<file path="config.mk">
export PLATFORM = sky130hd
export DESIGN_NAME = alu_input_sequencer
export DESIGN_NICKNAME = d
export VERILOG_FILES = /design/src/rtl/alu_pkg.sv /design/src/rtl/alu.sv /design/src/rtl/btn_edge_sync.sv /design/src/rtl/alu_input_sequencer.sv
export SDC_FILE = /design/constraint.sdc
export NUM_CORES = 1
export LEC_CHECK = 0
export BUFFER_PORTS_ARGS = -buffer_cell sky130_fd_sc_hd__buf_2
export CAP_MARGIN = 20
export CORE_ASPECT_RATIO = 1.4
export CORE_MARGIN = 1
export CORE_UTILIZATION = 46
export CTS_BUF_LIST = sky130_fd_sc_hd__clkbuf_2 sky130_fd_sc_hd__clkbuf_4 sky130_fd_sc_hd__clkbuf_8
export CTS_CLUSTER_DIAMETER = 60
export CTS_CLUSTER_SIZE = 40
export DETAILED_ROUTE_END_ITERATION = 8
export GPL_ROUTABILITY_DRIVEN = 0
export PLACE_DENSITY = 0.63
export RECOVER_POWER = 25
export SLEW_MARGIN = 20
export SYNTH_ARGS = -nofsm -noshare
export SYNTH_HDL_FRONTEND = slang
export SYNTH_SLANG_ARGS = --single-unit
export TNS_END_PERCENT = 100
</file>
<file path="constraint.sdc">
create_clock -name clk -period 7.7 [get_ports clk]
set_clock_uncertainty 0.2 [all_clocks]
set_input_delay 0.385 -clock clk [delete_from_list [all_inputs] [get_ports clk]]
set_output_delay 0.385 -clock clk [all_outputs]
set_load 0.1 [all_outputs]
</file>
<file path="src/rtl/alu_pkg.sv">
// ---------------------------------------------------------------------------
// alu_pkg
// Shared definitions for the ALU and its board-level input sequencer:
//   - opcode encodings understood by `alu`
//   - sequencer FSM state encoding
//   - bit positions inside the {code, dato2, dato1} loaded mask
//   - helper that tells whether exactly one load request is active
// Optional feature macro used by the importing files: ALU_SEQ_DEBOUNCE_EN.
// ---------------------------------------------------------------------------
package alu_pkg;

  // Opcode field width produced by the encodings below
  localparam int unsigned NB_OPC = 6;

  // ALU opcodes
  localparam logic [NB_OPC-1:0] ADD = 6'b100000;
  localparam logic [NB_OPC-1:0] SUB = 6'b100010;
  localparam logic [NB_OPC-1:0] AND = 6'b100100;
  localparam logic [NB_OPC-1:0] OR  = 6'b100101;
  localparam logic [NB_OPC-1:0] XOR = 6'b100110;
  localparam logic [NB_OPC-1:0] SRA = 6'b000011;
  localparam logic [NB_OPC-1:0] SRL = 6'b000010;
  localparam logic [NB_OPC-1:0] NOR = 6'b100111;

  // Sequencer FSM states
  typedef enum logic [1:0] {
    COLLECT = 2'd0,
    COMPUTE = 2'd1,
    SHOW    = 2'd2
  } seq_state_t;

  // Loaded-mask layout: {code, dato2, dato1}
  localparam int unsigned NB_LOADED = 3;
  localparam int unsigned LD_DATO1  = 0;
  localparam int unsigned LD_DATO2  = 1;
  localparam int unsigned LD_CODE   = 2;

  localparam logic [NB_LOADED-1:0] LOADED_NONE = 3'b000;
  localparam logic [NB_LOADED-1:0] LOADED_ALL  = 3'b111;

  // True when exactly one bit of the load-request vector is set
  function automatic logic is_single_load(input logic [NB_LOADED-1:0] req);
    logic [NB_LOADED-1:0] low;
    low = req - NB_LOADED'(1);
    return (req != LOADED_NONE) && ((req & low) == LOADED_NONE);
  endfunction

endpackage

</file>
<file path="src/rtl/alu.sv">
// ---------------------------------------------------------------------------
// alu
// Purely combinational ALU selected by a MIPS-style function code.
// Arithmetic wraps modulo 2^NB_DATA; no carry or overflow is reported.
// Unknown opcodes return 0.
// Ports:
//   a, b      in   NB_DATA  operands (b is the shift amount for SRA/SRL)
//   op        in   NB_CODE  opcode
//   result_c  out  NB_DATA  combinational result
// ---------------------------------------------------------------------------
module alu
  import alu_pkg::*;
#(
  parameter int unsigned NB_DATA = 8,
  parameter int unsigned NB_CODE = NB_OPC
) (
  input  logic [NB_DATA-1:0] a,
  input  logic [NB_DATA-1:0] b,
  input  logic [NB_CODE-1:0] op,
  output logic [NB_DATA-1:0] result_c
);

  // Opcode decode
  always_comb begin
    result_c = '0;
    case (op)
      NB_CODE'(ADD): result_c = a + b;
      NB_CODE'(SUB): result_c = a - b;
      NB_CODE'(AND): result_c = a & b;
      NB_CODE'(OR):  result_c = a | b;
      NB_CODE'(XOR): result_c = a ^ b;
      NB_CODE'(SRA): result_c = NB_DATA'($signed(a) >>> b);
      NB_CODE'(SRL): result_c = a >> b;
      NB_CODE'(NOR): result_c = ~(a | b);
      default:       result_c = '0;
    endcase
  end

endmodule

</file>
<file path="src/rtl/btn_edge_sync.sv">
// ---------------------------------------------------------------------------
// btn_edge_sync
// Conditions one asynchronous pushbutton into a single-cycle pulse:
//   NB_SYNC-stage synchroniser -> optional debouncer -> rising-edge pulse.
// A held button yields exactly one pulse.
// Pin-to-pulse latency: NB_SYNC+1 cycles, or NB_SYNC + 2^NB_DBNC + 1 cycles
// when ALU_SEQ_DEBOUNCE_EN is defined.
// Optional feature macro: ALU_SEQ_DEBOUNCE_EN (adds the debouncer and the
// NB_DBNC parameter).
// Ports:
//   clk    in   1  system clock
//   reset  in   1  synchronous active-high reset
//   btn    in   1  asynchronous button pin
//   pulse  out  1  registered one-cycle pulse on a press
// ---------------------------------------------------------------------------
module btn_edge_sync #(
  parameter int unsigned NB_SYNC = 2
`ifdef ALU_SEQ_DEBOUNCE_EN
  , parameter int unsigned NB_DBNC = 16
`endif
) (
  input  logic clk,
  input  logic reset,
  input  logic btn,
  output logic pulse
);

  logic [NB_SYNC-1:0] sync;
  logic               level;    // conditioned level seen by the edge detector
  logic               level_d;

  // Metastability synchroniser; sync[NB_SYNC-1] is the settled sample
  always_ff @(posedge clk) begin
    if (reset) begin
      sync <= '0;
    end else begin
      sync <= {sync[NB_SYNC-2:0], btn};
    end
  end

`ifdef ALU_SEQ_DEBOUNCE_EN
  logic [NB_DBNC-1:0] stable_cnt;

  // Level follows the synchroniser only after 2^NB_DBNC agreeing cycles;
  // any return to the current level restarts the count.
  always_ff @(posedge clk) begin
    if (reset) begin
      stable_cnt <= '0;
      level      <= 1'b0;
    end else if (sync[NB_SYNC-1] == level) begin
      stable_cnt <= '0;
    end else if (stable_cnt == '1) begin
      stable_cnt <= '0;
      level      <= sync[NB_SYNC-1];
    end else begin
      stable_cnt <= stable_cnt + NB_DBNC'(1);
    end
  end
`else
  assign level = sync[NB_SYNC-1];
`endif

  // Rising-edge detector with registered pulse output
  always_ff @(posedge clk) begin
    if (reset) begin
      level_d <= 1'b0;
      pulse   <= 1'b0;
    end else begin
      level_d <= level;
      pulse   <= level & ~level_d;
    end
  end

endmodule

</file>
<file path="src/rtl/alu_input_sequencer.sv">
// ---------------------------------------------------------------------------
// alu_input_sequencer
// Board front end for `alu`: loads operand A, operand B and the opcode from
// shared switches on conditioned button presses, tracks which fields are
// loaded, and presents a registered result qualified by o_valid.
// Last load pulse in cycle k -> register at k+1 -> o_result/o_valid at k+2.
// Optional feature macro: ALU_SEQ_DEBOUNCE_EN (button debouncing, adds the
// NB_DBNC parameter).
// Ports:
//   clk       in   1       system clock
//   reset     in   1       synchronous active-high reset
//   switch    in   NB_IN   data switches (opcode from switch[NB_CODE-1:0])
//   b_dato1   in   1       button: load operand A
//   b_dato2   in   1       button: load operand B
//   b_code    in   1       button: load opcode
//   b_clear   in   1       button: clear loaded flags / valid
//   o_loaded  out  3       {code, dato2, dato1} loaded flags
//   o_valid   out  1       o_result matches the current A/B/opcode
//   o_result  out  NB_OUT  registered ALU result
// ---------------------------------------------------------------------------
module alu_input_sequencer
  import alu_pkg::*;
#(
  parameter int unsigned NB_IN   = 8,
  parameter int unsigned NB_OUT  = 8,
  parameter int unsigned NB_CODE = 6,
  parameter int unsigned NB_SYNC = 2
`ifdef ALU_SEQ_DEBOUNCE_EN
  , parameter int unsigned NB_DBNC = 16
`endif
) (
  input  logic                 clk,
  input  logic                 reset,
  input  logic [NB_IN-1:0]     switch,
  input  logic                 b_dato1,
  input  logic                 b_dato2,
  input  logic                 b_code,
  input  logic                 b_clear,
  output logic [NB_LOADED-1:0] o_loaded,
  output logic                 o_valid,
  output logic [NB_OUT-1:0]    o_result
);

  localparam int unsigned NB_BTN    = 4;
  localparam int unsigned BTN_CLEAR = 3;

  logic [NB_BTN-1:0]    btn;
  logic [NB_BTN-1:0]    pulse;
  logic [NB_LOADED-1:0] load_req;
  logic                 p_clear;
  logic                 load_ok;
  logic [NB_LOADED-1:0] loaded_next;

  seq_state_t state;
  seq_state_t state_next;

  logic ld_dato1;
  logic ld_dato2;
  logic ld_code;
  logic capture;
  logic valid_next;

  logic [NB_IN-1:0]   r_dato1;
  logic [NB_IN-1:0]   r_dato2;
  logic [NB_CODE-1:0] r_code;
  logic [NB_IN-1:0]   alu_result_c;

  // Button order matches the loaded-mask layout; clear sits above it
  assign btn[LD_DATO1]  = b_dato1;
  assign btn[LD_DATO2]  = b_dato2;
  assign btn[LD_CODE]   = b_code;
  assign btn[BTN_CLEAR] = b_clear;

  // One conditioner per button
  for (genvar i = 0; i < NB_BTN; i++) begin : g_btn
    btn_edge_sync #(
      .NB_SYNC (NB_SYNC)
`ifdef ALU_SEQ_DEBOUNCE_EN
      , .NB_DBNC (NB_DBNC)
`endif
    ) u_btn (
      .clk   (clk),
      .reset (reset),
      .btn   (btn[i]),
      .pulse (pulse[i])
    );
  end

  assign load_req = pulse[NB_LOADED-1:0];
  assign p_clear  = pulse[BTN_CLEAR];

  // Simultaneous load requests are ambiguous and dropped; clear wins over all
  assign load_ok = is_single_load(load_req) && !p_clear;

  // Loaded-mask update
  always_comb begin
    loaded_next = o_loaded;
    if (p_clear) begin
      loaded_next = LOADED_NONE;
    end else if (load_ok) begin
      loaded_next = o_loaded | load_req;
    end
  end

  // FSM state register
  always_ff @(posedge clk) begin
    if (reset) begin
      state <= COLLECT;
    end else begin
      state <= state_next;
    end
  end

  // FSM next state; COLLECT leaves on the pulse that completes the mask so
  // COMPUTE coincides with the first cycle all three registers are valid
  always_comb begin
    state_next = state;
    if (p_clear) begin
      state_next = COLLECT;
    end else begin
      case (state)
        COLLECT: if (loaded_next == LOADED_ALL) state_next = COMPUTE;
        COMPUTE: state_next = load_ok ? COMPUTE : SHOW;
        SHOW:    if (load_ok) state_next = COMPUTE;
        default: state_next = COLLECT;
      endcase
    end
  end

  // FSM outputs: register enables, result capture and next valid
  always_comb begin
    ld_dato1   = 1'b0;
    ld_dato2   = 1'b0;
    ld_code    = 1'b0;
    capture    = 1'b0;
    valid_next = 1'b0;
    if (load_ok) begin
      ld_dato1 = load_req[LD_DATO1];
      ld_dato2 = load_req[LD_DATO2];
      ld_code  = load_req[LD_CODE];
    end
    capture    = (state == COMPUTE) && !p_clear;
    valid_next = (state_next == SHOW);
  end

  // Operand/opcode registers and registered outputs
  always_ff @(posedge clk) begin
    if (reset) begin
      r_dato1  <= '0;
      r_dato2  <= '0;
      r_code   <= '0;
      o_loaded <= LOADED_NONE;
      o_valid  <= 1'b0;
      o_result <= '0;
    end else begin
      if (ld_dato1) r_dato1 <= switch;
      if (ld_dato2) r_dato2 <= switch;
      if (ld_code)  r_code  <= switch[NB_CODE-1:0];
      o_loaded <= loaded_next;
      o_valid  <= valid_next;
      if (capture) o_result <= NB_OUT'(alu_result_c);
    end
  end

  alu #(
    .NB_DATA (NB_IN),
    .NB_CODE (NB_CODE)
  ) u_alu (
    .a        (r_dato1),
    .b        (r_dato2),
    .op       (r_code),
    .result_c (alu_result_c)
  );

endmodule
</file>
==> results of run 1 <==
## synth_stat cells (2+ instances only)
master,instances
o21ai_0,19
nor2_1,31
nor4b_2,2
nor3_1,7
o21a_1,2
clkbuf_1,13
a21oi_1,28
inv_1,18
or4_1,2
o211ai_1,3
mux2i_1,20
mux4_2,3
nor4_1,3
buf_2,4
nand2_1,61
a22oi_1,3
a32oi_1,2
xnor2_1,17
o221ai_1,2
nand3_1,8
nand2b_1,2
xor2_1,5
nor4b_1,2
nand3b_1,2
dfxtp_1,52
ha_1,24
a221oi_1,2
a222oi_1,3
buf_6,3
a31oi_1,5
a21o_1,2
and2_1,3
nor2b_1,19
a221o_1,4
nand4_1,2
## through the flow
step	power [mW]	setup WS [ns]	cell area [µm²]	hold slack, ns	utilization, %
2_1_floorplan	0.347	4.63	3280	0.167	-
3_3_place_gp	0.365	4.36	3450	0.171	49.8
3_5_place_dp	0.366	4.28	3450	0.172	49.8
4_1_cts	0.533	4.27	3550	0.0633	51.2
5_1_grt	0.551	3.93	3550	0.0685	51.1
6_report	0.528	4.26	3550	0.0717	51.1
## area by class of cell
| cell class | instances | area [µm²] |
|---|---|---|
| Clock buffer | 5 | 68.8 |
| Clock inverter | 3 | 27.5 |
| Fill cell | 709 | 3390 |
| Inverter | 19 | 71.3 |
| Multi-Input combinational cell | 304 | 2070 |
| Sequential cell | 52 | 1040 |
| Tap cell | 95 | 119 |
| Timing Repair Buffer | 29 | 154 |
## path summary, 6_finish.rpt
check / endpoint / depth (start not counted)
worst max register to register: o_result[6] / 11
worst max-delay path: o_result[6] / 11
worst min-delay path: g_btn[3].u_btn.sync[0] / 2
worst min register to register: g_btn[0].u_btn.pulse / 1
## placed cells by master (no fill, tap or decap), drive strengths merged, types with 4 or more instances in the layout
cell type  Yosys  layout
dfxtp         52      52
clkbuf        13       6
nor4b          4       4
a21oi         28      28
nand2         61      61
ha            24      24
o21ai         19      19
a31oi          5       5
nor2b         19      19
nand3          8       8
a221o          4       4
buf            8      28
inv           18      19
nor2          31      31
nor3           7       7
mux2i         20      20
nor4           4       4
xor2           5       5
xnor2         17      17
## cell families after synthesis
logic type	share of synthesized area, %
AO/OA/AOI/OAI	17.1
XOR/XNOR	5.87
adder cells (fa/ha/maj)	9.75
buffers and inverters	5.41
flip-flops	31.7
multiplexers	8.50
AND/OR/NAND/NOR	21.6
## state kept, by name (all words and copies together), names as in the netlist
register,flops
r_dato2,8
r_code,6
state,2
r_dato1,8
g_btn.u_btn.level_d,4
g_btn.u_btn.sync,8
o_result,8
g_btn.u_btn.pulse,4
o_valid,1
o_loaded,3
## metal layers
layer	wire [µm]	vias to the layer above
met1	3320	1342
met2	4030	118
met4	605	0
met3	419	43
met5	0	-
li1	-	1413
## power by group through the flow
stage / combinational, mW / sequential [mW] / clock (mW)
3_5_place_dp: 0.0776 / 0.289 / 0
6_report: 0.0785 / 0.282 / 0.167
2_1_floorplan: 0.0592 / 0.288 / 0
4_1_cts: 0.0781 / 0.282 / 0.172
5_1_grt: 0.0858 / 0.284 / 0.182
3_3_place_gp: 0.0762 / 0.288 / 0
## critical path: stages (launching register included)
cell      delay (ns)
dfxtp_1         0.95
nor2b_1         0.36
and2_1          0.24
nor2_1          0.07
xnor2_1         0.12
ha_1            0.34
nor2b_1         0.16
nor3_1          0.20
o21bai_1        0.12
a21oi_1         0.19
xnor2_1         0.08
a221o_1         0.32
==> flow_summary.toml, run 1 <==
[power_and_ir_drop]
p_sw_share_pct = 29.2
intPower_mw = 0.374
power_frac_seq_pct = 53.5
clkPwrFrac_pct = 31.7
power.switching_mw = 0.154
p_leak_nw = 1.32
pwr-share-comb_pct = 14.9
ir_worst_vdd_mv = 0.0994
power_density_nw_per_um2 = 149

[status]
outcome = "complete, but fails checks"
violations = "capacitance limit, slew limit"

[place]
io_buffers = 25
dpl.cell_count = 499
hpwl_mm = 6.29

[grt]
grt_pass1_vias = 2775
grt_pass1_wl_mm = 13.5
use_met3_pct = 3.75
busiest_layer = "met2"
antenna_found_initial = 0
grt_start_max_net_pins = 37
grt.overflow.total = 0
grt.total_usage_pct = 23.6
grtUsageMet1_pct = 26.1
met2_usage_pct = 40.2

[yosys]
synth_warnings = 0
synthTopCellsByArea = "dfxtp_1 32%, ha_1 9.1%, nand2_1 7.0%"
post_synth_num_cell_types = 53
syn_area_um2 = 3280
synth_cells = 396
mappedNetlistNets = 435
ys.flop_type = "dfxtp_1"
synth_area_leader_cell = "dfxtp_1"
ys_seq_area_share_pct = 31.7
ys_ff_latch = 52
synth_edf_count = 0
synth-async-reset-ratio_pct = 0
syn_avg_cell_area_um2 = 8.29
synth.top_cell.area_share_pct = 31.7

[sta]
setup_viol = 0
slew_headroom_pct = -2.08
final_hold_viol_count = 0
min_period_ns = 3.44
maxSlewViolCount = 37
final.period_utilization_pct = 44.7
rsz0062_at_grt = "no"
setup_tns_ns = 0
max_freq_mhz = 291
tightest_slew_ns = 1.53

[hold_path]
hold_start = "b_clear"
hold_path.class = "in -> reg"

[clock_network]
ctsResizeCount = 0
cts_sinks = 52
cts-root-buf = "clkbuf_8"
cts_tree = "built"
cts_max_level = 2
ctsHoldBuffers = 0
clock_latency_ns = 0.31
cts-buffers-inserted = 5
cts.path.max_buffers = 2
post_cts_buffers = 0
cts.clk_slew.worst_paths_ns = 0.11

[final_layout]
drive_gt1_share_pct = 10.9
syn_to_final_growth_pct = 8.00
instances_no_fill = 507
diodes = 0
nNetsFinal = 450

[floorplanning]
initial_utilization_pct = 47.3
die_y_um = 102
coreArea_um2 = 6940
io_pins = 26
die-area_um2 = 7490
row_count = 36
die_x_um = 73.4

[setup_path]
required_ns = 7.72
r2r_setup_slack_ns = 4.26
critPathCaptureType = "flip-flop"
critical_path_class = "reg -> reg"
critPathMaxFanout = 21
r2r-start = "r_code[1]"
start_kind = "flip-flop"
arrival_ns = 3.46
cp-startpoint = "r_code[1]"

[routing]
ant_nets = 0
drtPass1Iterations = 4
routed_wl_mm = 8.37
vias = 2916
drtIter0Drc = 291
viasPerCell = 5.75
wire_per_inst_um = 16.5
remaining_drc_errors = 0

[run]
cap_viol_max_count = 1
Power figures use the tool's default switching activity.
==> run 2: changes to the inputs <==
==> constraint.sdc (replaced) <==
create_clock -name clk -period 3.5 [get_ports clk]
set_clock_uncertainty 0.2 [all_clocks]
set_input_delay 0.175 -clock clk [delete_from_list [all_inputs] [get_ports clk]]
set_output_delay 0.175 -clock clk [all_outputs]
set_load 0.1 [all_outputs]
==> run 2 against run 1 <==
  * The run ends with DRC left
  * Register-to-register slack lost 3.8 ns
  * Largest cell class unchanged
  * Critical path depth fell by 1
  * Sequential cell count unchanged
  * Non-clock buffer count increased by 23
  * Fmax grew 13%
  * Worst setup slack got worse by 3.8 ns
  * Critical endpoint is now o_result[7]
  * Global-route usage increased by 1.9 points
  * Design area is 5.9% higher
  * First-iteration DRC count shrank 36%
  * Utilization up 3.0 points
  * Clock power rose by 130%
==> flow_summary.toml, run 2 (synthesis results as in run 1) <==
[grt]
grt.total_usage_pct = 25.6
grt_pass1_wl_mm = 14.4
grt_pass1_vias = 2983
grt_start_max_net_pins = 36
grt.overflow.total = 0
antenna_found_initial = 0

[setup_path]
required_ns = 3.52
cpPeakStageDelay_ns = 0.49
crit_buf_inv = 0
start_kind = "flip-flop"
path_cells = "nor4b_1, and2_1, a21o_1, xnor2_1, ha_1, and2_1, o21ai_0, a31oi_1, xnor2_1, a221o_1"
critPathMaxFanout = 6
critical_path_class = "reg -> reg"
critPathCaptureType = "flip-flop"
slowest_stage = "nor4b_1"
critical-path-top-delay-family = "simple AND/OR/NAND/NOR gates"
arrival_ns = 3.06

[clock_network]
clock_latency_ns = 0.32
ctsResizeCount = 0
cts_tree = "built"
cts.path.max_buffers = 2
cts.clk_slew.worst_paths_ns = 0.11
cts-buffers-inserted = 5
post_cts_buffers = 0
cts-root-buf = "clkbuf_8"
cts_max_level = 2
ctsHoldBuffers = 12
cts_sinks = 52

[power_and_ir_drop]
power_density_nw_per_um2 = 316
ir_worst_vdd_mv = 0.281
p_leak_nw = 1.44
fin_total_pwr_mw = 1.19

[floorplanning]
initial_utilization_pct = 47.3
die_x_um = 73.4
row_count = 36
die-area_um2 = 7490
io_pins = 26
die_y_um = 102
coreArea_um2 = 6940

[routing]
drtPass1Iterations = 6
remaining_drc_errors = 1
viasPerCell = 5.61
vias = 2975
routed_wl_mm = 8.61
ant_nets = 0
wire_per_inst_um = 16.3
drtIter0Drc = 185

[final_layout]
final_common_cell = "nand2_1"
diodes = 0
drive_gt1_share_pct = 13.1
nNetsFinal = 473
final_cell_mix = "61 x nand2_1, 52 x dfxtp_1, 31 x nor2_1, 28 x a21oi_1, 25 x buf_2"
syn_to_final_growth_pct = 14.4

[sta]
hold_slack_ns = 0.119
max_freq_mhz = 329
final_hold_viol_count = 0
setup_tns_ns = 0
slew_headroom_pct = 51.8
setup_viol = 0
min_period_ns = 3.04
rsz0062_at_grt = "no"
final.period_utilization_pct = 86.8
tightest_slew_ns = 0.720
maxSlewViolCount = 0

[hold_path]
hold_path.class = "in -> reg"

[place]
io_buffers = 25
hpwl_mm = 6.75

[status]
violations = "DRC"
outcome = "complete, but fails checks"

[run]
cap_viol_max_count = 0
run 2: cell types whose count changed in the layout (fill, tap and decap cells not counted):
cell,previous run,this run
dlygate4sd3_1,0,12
buf_4,4,15
buf_2,24,25
clkbuf_1,1,0
clkinv_8,0,1
clkinvlp_4,1,0
inv_6,0,1
inv_8,1,0
run 2: path summary, 6_finish.rpt:
check	slack, ns	startpoint	cells after the start	endpoint
worst min-delay path	0.12	reset	3	o_loaded[2]
worst min register to register	0.19	g_btn[2].u_btn.level_d	1	g_btn[2].u_btn.pulse
worst max-delay path	0.46	r_code[5]	10	o_result[7]
worst max register to register	0.46	r_code[5]	10	o_result[7]
run 2: per-stage QoR:
step | area, µm² | cells | utilization, % | setup WS [ns]
2_1_floorplan | 3280 | 396 | - | 0.431
3_3_place_gp | 3530 | 510 | 51.0 | 0.555
3_5_place_dp | 3530 | 510 | 51.0 | 0.496
4_1_cts | 3760 | 530 | 54.2 | 0.467
5_1_grt | 3760 | 530 | 54.2 | 0.200
6_report | 3760 | 530 | 54.2 | 0.463
run 2: area by class of cell:
class	instances	area, µm²
fillers	694	3180
clock buffers	5	68.8
repair buffers	52	358
clock inverters	3	33.8
multi-input cells	304	2070
inverters	19	71.3
flip-flops and latches	52	1040
well taps	95	119
run 2: metal layers:
layer | track usage (%) | share of wire (%) | vias up | wire length [µm]
li1 | - | - | 1465 | -
met1 | 27.2 | 38 | 1375 | 3270
met4 | 19.2 | 7.2 | 0 | 621
met2 | 45.1 | 50 | 97 | 4350
met5 | 0 | 0 | - | 0
met3 | 3.85 | 4.3 | 38 | 373
run 2: report_power, final:
| part | total, mW | switching [mW] | internal, mW | leakage [nW] |
|---|---|---|---|---|
| Combinational | 0.189 | 0.104 | 0.0849 | 0.962 |
| Sequential | 0.617 | 0.0129 | 0.604 | 0.422 |
| Clock | 0.381 | 0.230 | 0.151 | 0.0515 |
| Total | 1.19 | 0.347 | 0.840 | 1.44 |
run 2: worst register-to-register path, cell delays in order, from the launching register on:
cell	delay, ns
dfxtp_1	0.44
nor4b_1	0.49
and2_1	0.27
a21o_1	0.13
xnor2_1	0.12
ha_1	0.30
and2_1	0.18
o21ai_0	0.24
a31oi_1	0.15
xnor2_1	0.15
a221o_1	0.28
==> run 3: changes to the inputs <==
--- a/config.mk
+++ b/config.mk
@@ -17,6 +17,7 @@
 export GPL_ROUTABILITY_DRIVEN = 0
 export PLACE_DENSITY = 0.63
 export RECOVER_POWER = 25
+export SETUP_SLACK_MARGIN = 0.5
 export SLEW_MARGIN = 20
 export SYNTH_ARGS = -nofsm -noshare
 export SYNTH_HDL_FRONTEND = slang
==> run 3 against run 2 <==
  * The run now ends clean
  * Final cell count stayed put
  * Sequential cell count stayed put
  * Highest routed layer unchanged
  * Via count is 0.64% lower
  * Wire length is 0.80% lower
  * Fmax is 8.2% higher
  * Register-to-register slack better by 0.23 ns
  * Sequential power hardly changed
  * Power is 0.95% lower
  * Clock power is 3% lower
  * Design area is 0.47% higher
  * Worst setup slack better by 0.23 ns
==> flow_summary.toml, run 3 (synthesis results as in run 1) <==
[status]
outcome = "complete, no violations"

[hold_path]
hold_path.class = "in -> reg"
holdPathEnd = "state[0]"
hold_path_depth = 3
hold_start = "reset"

[sta]
slew_headroom_pct = 49.9
maxSlewViolCount = 0
setup_tns_ns = 0
min_period_ns = 2.81
hold_slack_ns = 0.113
final.period_utilization_pct = 80.2
setup_viol = 0
tightest_slew_ns = 0.744
rsz0062_at_grt = "no"
max_freq_mhz = 356
final_hold_viol_count = 0

[grt]
grt_pass1_wl_mm = 14.1
grt_start_max_net_pins = 36
grt.total_usage_pct = 24.7
antenna_found_initial = 0
grt_pass1_vias = 2892
grt.overflow.total = 0

[floorplanning]
coreArea_um2 = 6940
die_x_um = 73.4
die_y_um = 102
die-area_um2 = 7490
initial_utilization_pct = 47.3
io_pins = 26
row_count = 36

[setup_path]
reg2regPathDepth = 11
r2r-start = "r_code[4]"
r2r_setup_slack_ns = 0.69
r2r-end = "o_result[6]"
arrival_ns = 2.82
start_kind = "flip-flop"
critPathCaptureType = "flip-flop"
critical_path_class = "reg -> reg"
required_ns = 3.51
critPathMaxFanout = 5

[routing]
remaining_drc_errors = 0
drtIter0Drc = 282
wire_per_inst_um = 16.1
vias = 2956
ant_nets = 0
viasPerCell = 5.58
routed_wl_mm = 8.55
drtPass1Iterations = 5

[final_layout]
syn_to_final_growth_pct = 14.9
final_cell_mix = "60 x nand2_1, 49 x dfxtp_1, 31 x nor2_1, 28 x a21oi_1, 25 x buf_2"
drive_gt1_share_pct = 14.5
nNetsFinal = 473
final_common_cell = "nand2_1"
n_fill_cell = 684
diodes = 0

[run]
cap_viol_max_count = 0

[clock_network]
cts.path.max_buffers = 2
cts.clk_slew.worst_paths_ns = 0.11
clock_latency_ns = 0.31
cts_sinks = 52
cts_tree = "built"
cts-root-buf = "clkbuf_8"
cts-buffers-inserted = 5
cts_max_level = 2

[power_and_ir_drop]
ir_worst_vdd_mv = 0.261
p_leak_nw = 1.44
power_density_nw_per_um2 = 312

[place]
io_buffers = 25
hpwl_mm = 6.58
==> run 3: per-layer routing <==
layer	routed length (µm)	up-vias	part of all wire, %	track usage, %
met3	365	38	4.3	3.06
li1	-	1462	-	-
met5	0	-	0	0
met1	3330	1342	39	27.0
met4	548	0	6.4	14.3
met2	4300	114	50	45.4
==> run 3: per-stage QoR <==
| step | area (µm²) | cells | utilization, % | power [mW] | setup WS [ns] |
|---|---|---|---|---|---|
| finish | 3770 | 530 | 54.4 | 1.18 | 0.693 |
| detailed placement | 3530 | 510 | 51.0 | 0.810 | 0.416 |
| floorplan | 3290 | 396 | - | 0.763 | 0.543 |
| global placement | 3530 | 510 | 51.0 | 0.807 | 0.516 |
| global route | 3770 | 530 | 54.4 | 1.23 | 0.498 |
| CTS | 3760 | 530 | 54.2 | 1.18 | 0.588 |
==> run 3: power breakdown <==
group,leakage [nW],switching (mW),internal [mW],total (mW)
logic,0.967,0.105,0.0852,0.190
clock network,0.0463,0.220,0.147,0.368
registers,0.424,0.0141,0.604,0.619
total,1.44,0.340,0.837,1.18
==> run 3: how the worst max path moves through the flow <==
stage,start,to,slack [ns],depth (start not counted)
finish,r_code[4],o_result[6],0.69,11
global route,r_code[4],o_result[7],0.50,10
CTS,r_code[5],o_result[6],0.59,11
detailed placement,r_code[5],o_result[6],0.42,11
global placement,r_code[5],o_result[6],0.52,11
floorplan,r_dato2[0],o_result[6],0.54,12
==> run 3: worst max-delay path: stages (launching register included) <==
cell      delay (ns)
dfxtp_1         0.37
nor4b_4         0.38
and2_4          0.22
nor2_1          0.05
xnor2_1         0.12
ha_1            0.33
nor2b_1         0.16
nor3_1          0.19
o21bai_1        0.11
a21oi_1         0.17
xnor2_1         0.08
a221o_1         0.32
==> run 3: what timing repair did <==
item / in CTS / in global routing
endpoints found under the hold margin: 26 / 0
hold buffers: 12 / 0
resized for setup: 1 / 6
buffers inserted: 0 / 0
endpoints found under the setup margin: 4 / 4
gates cloned: 0 / 0
pin swaps: 0 / 1
==> run 3: area by class of cell <==
| cell class | instances | area, µm² | area share [%] |
|---|---|---|---|
| multi-input combinational | 304 | 2090 | 55.3 |
| sequential | 52 | 1040 | 27.7 |
| timing repair buffer | 52 | 358 | 9.48 |
| tap | 95 | 119 | 3.15 |
| inverter | 19 | 71.3 | 1.89 |
| clock buffer | 5 | 68.8 | 1.82 |
| clock inverter | 3 | 27.5 | 0.729 |
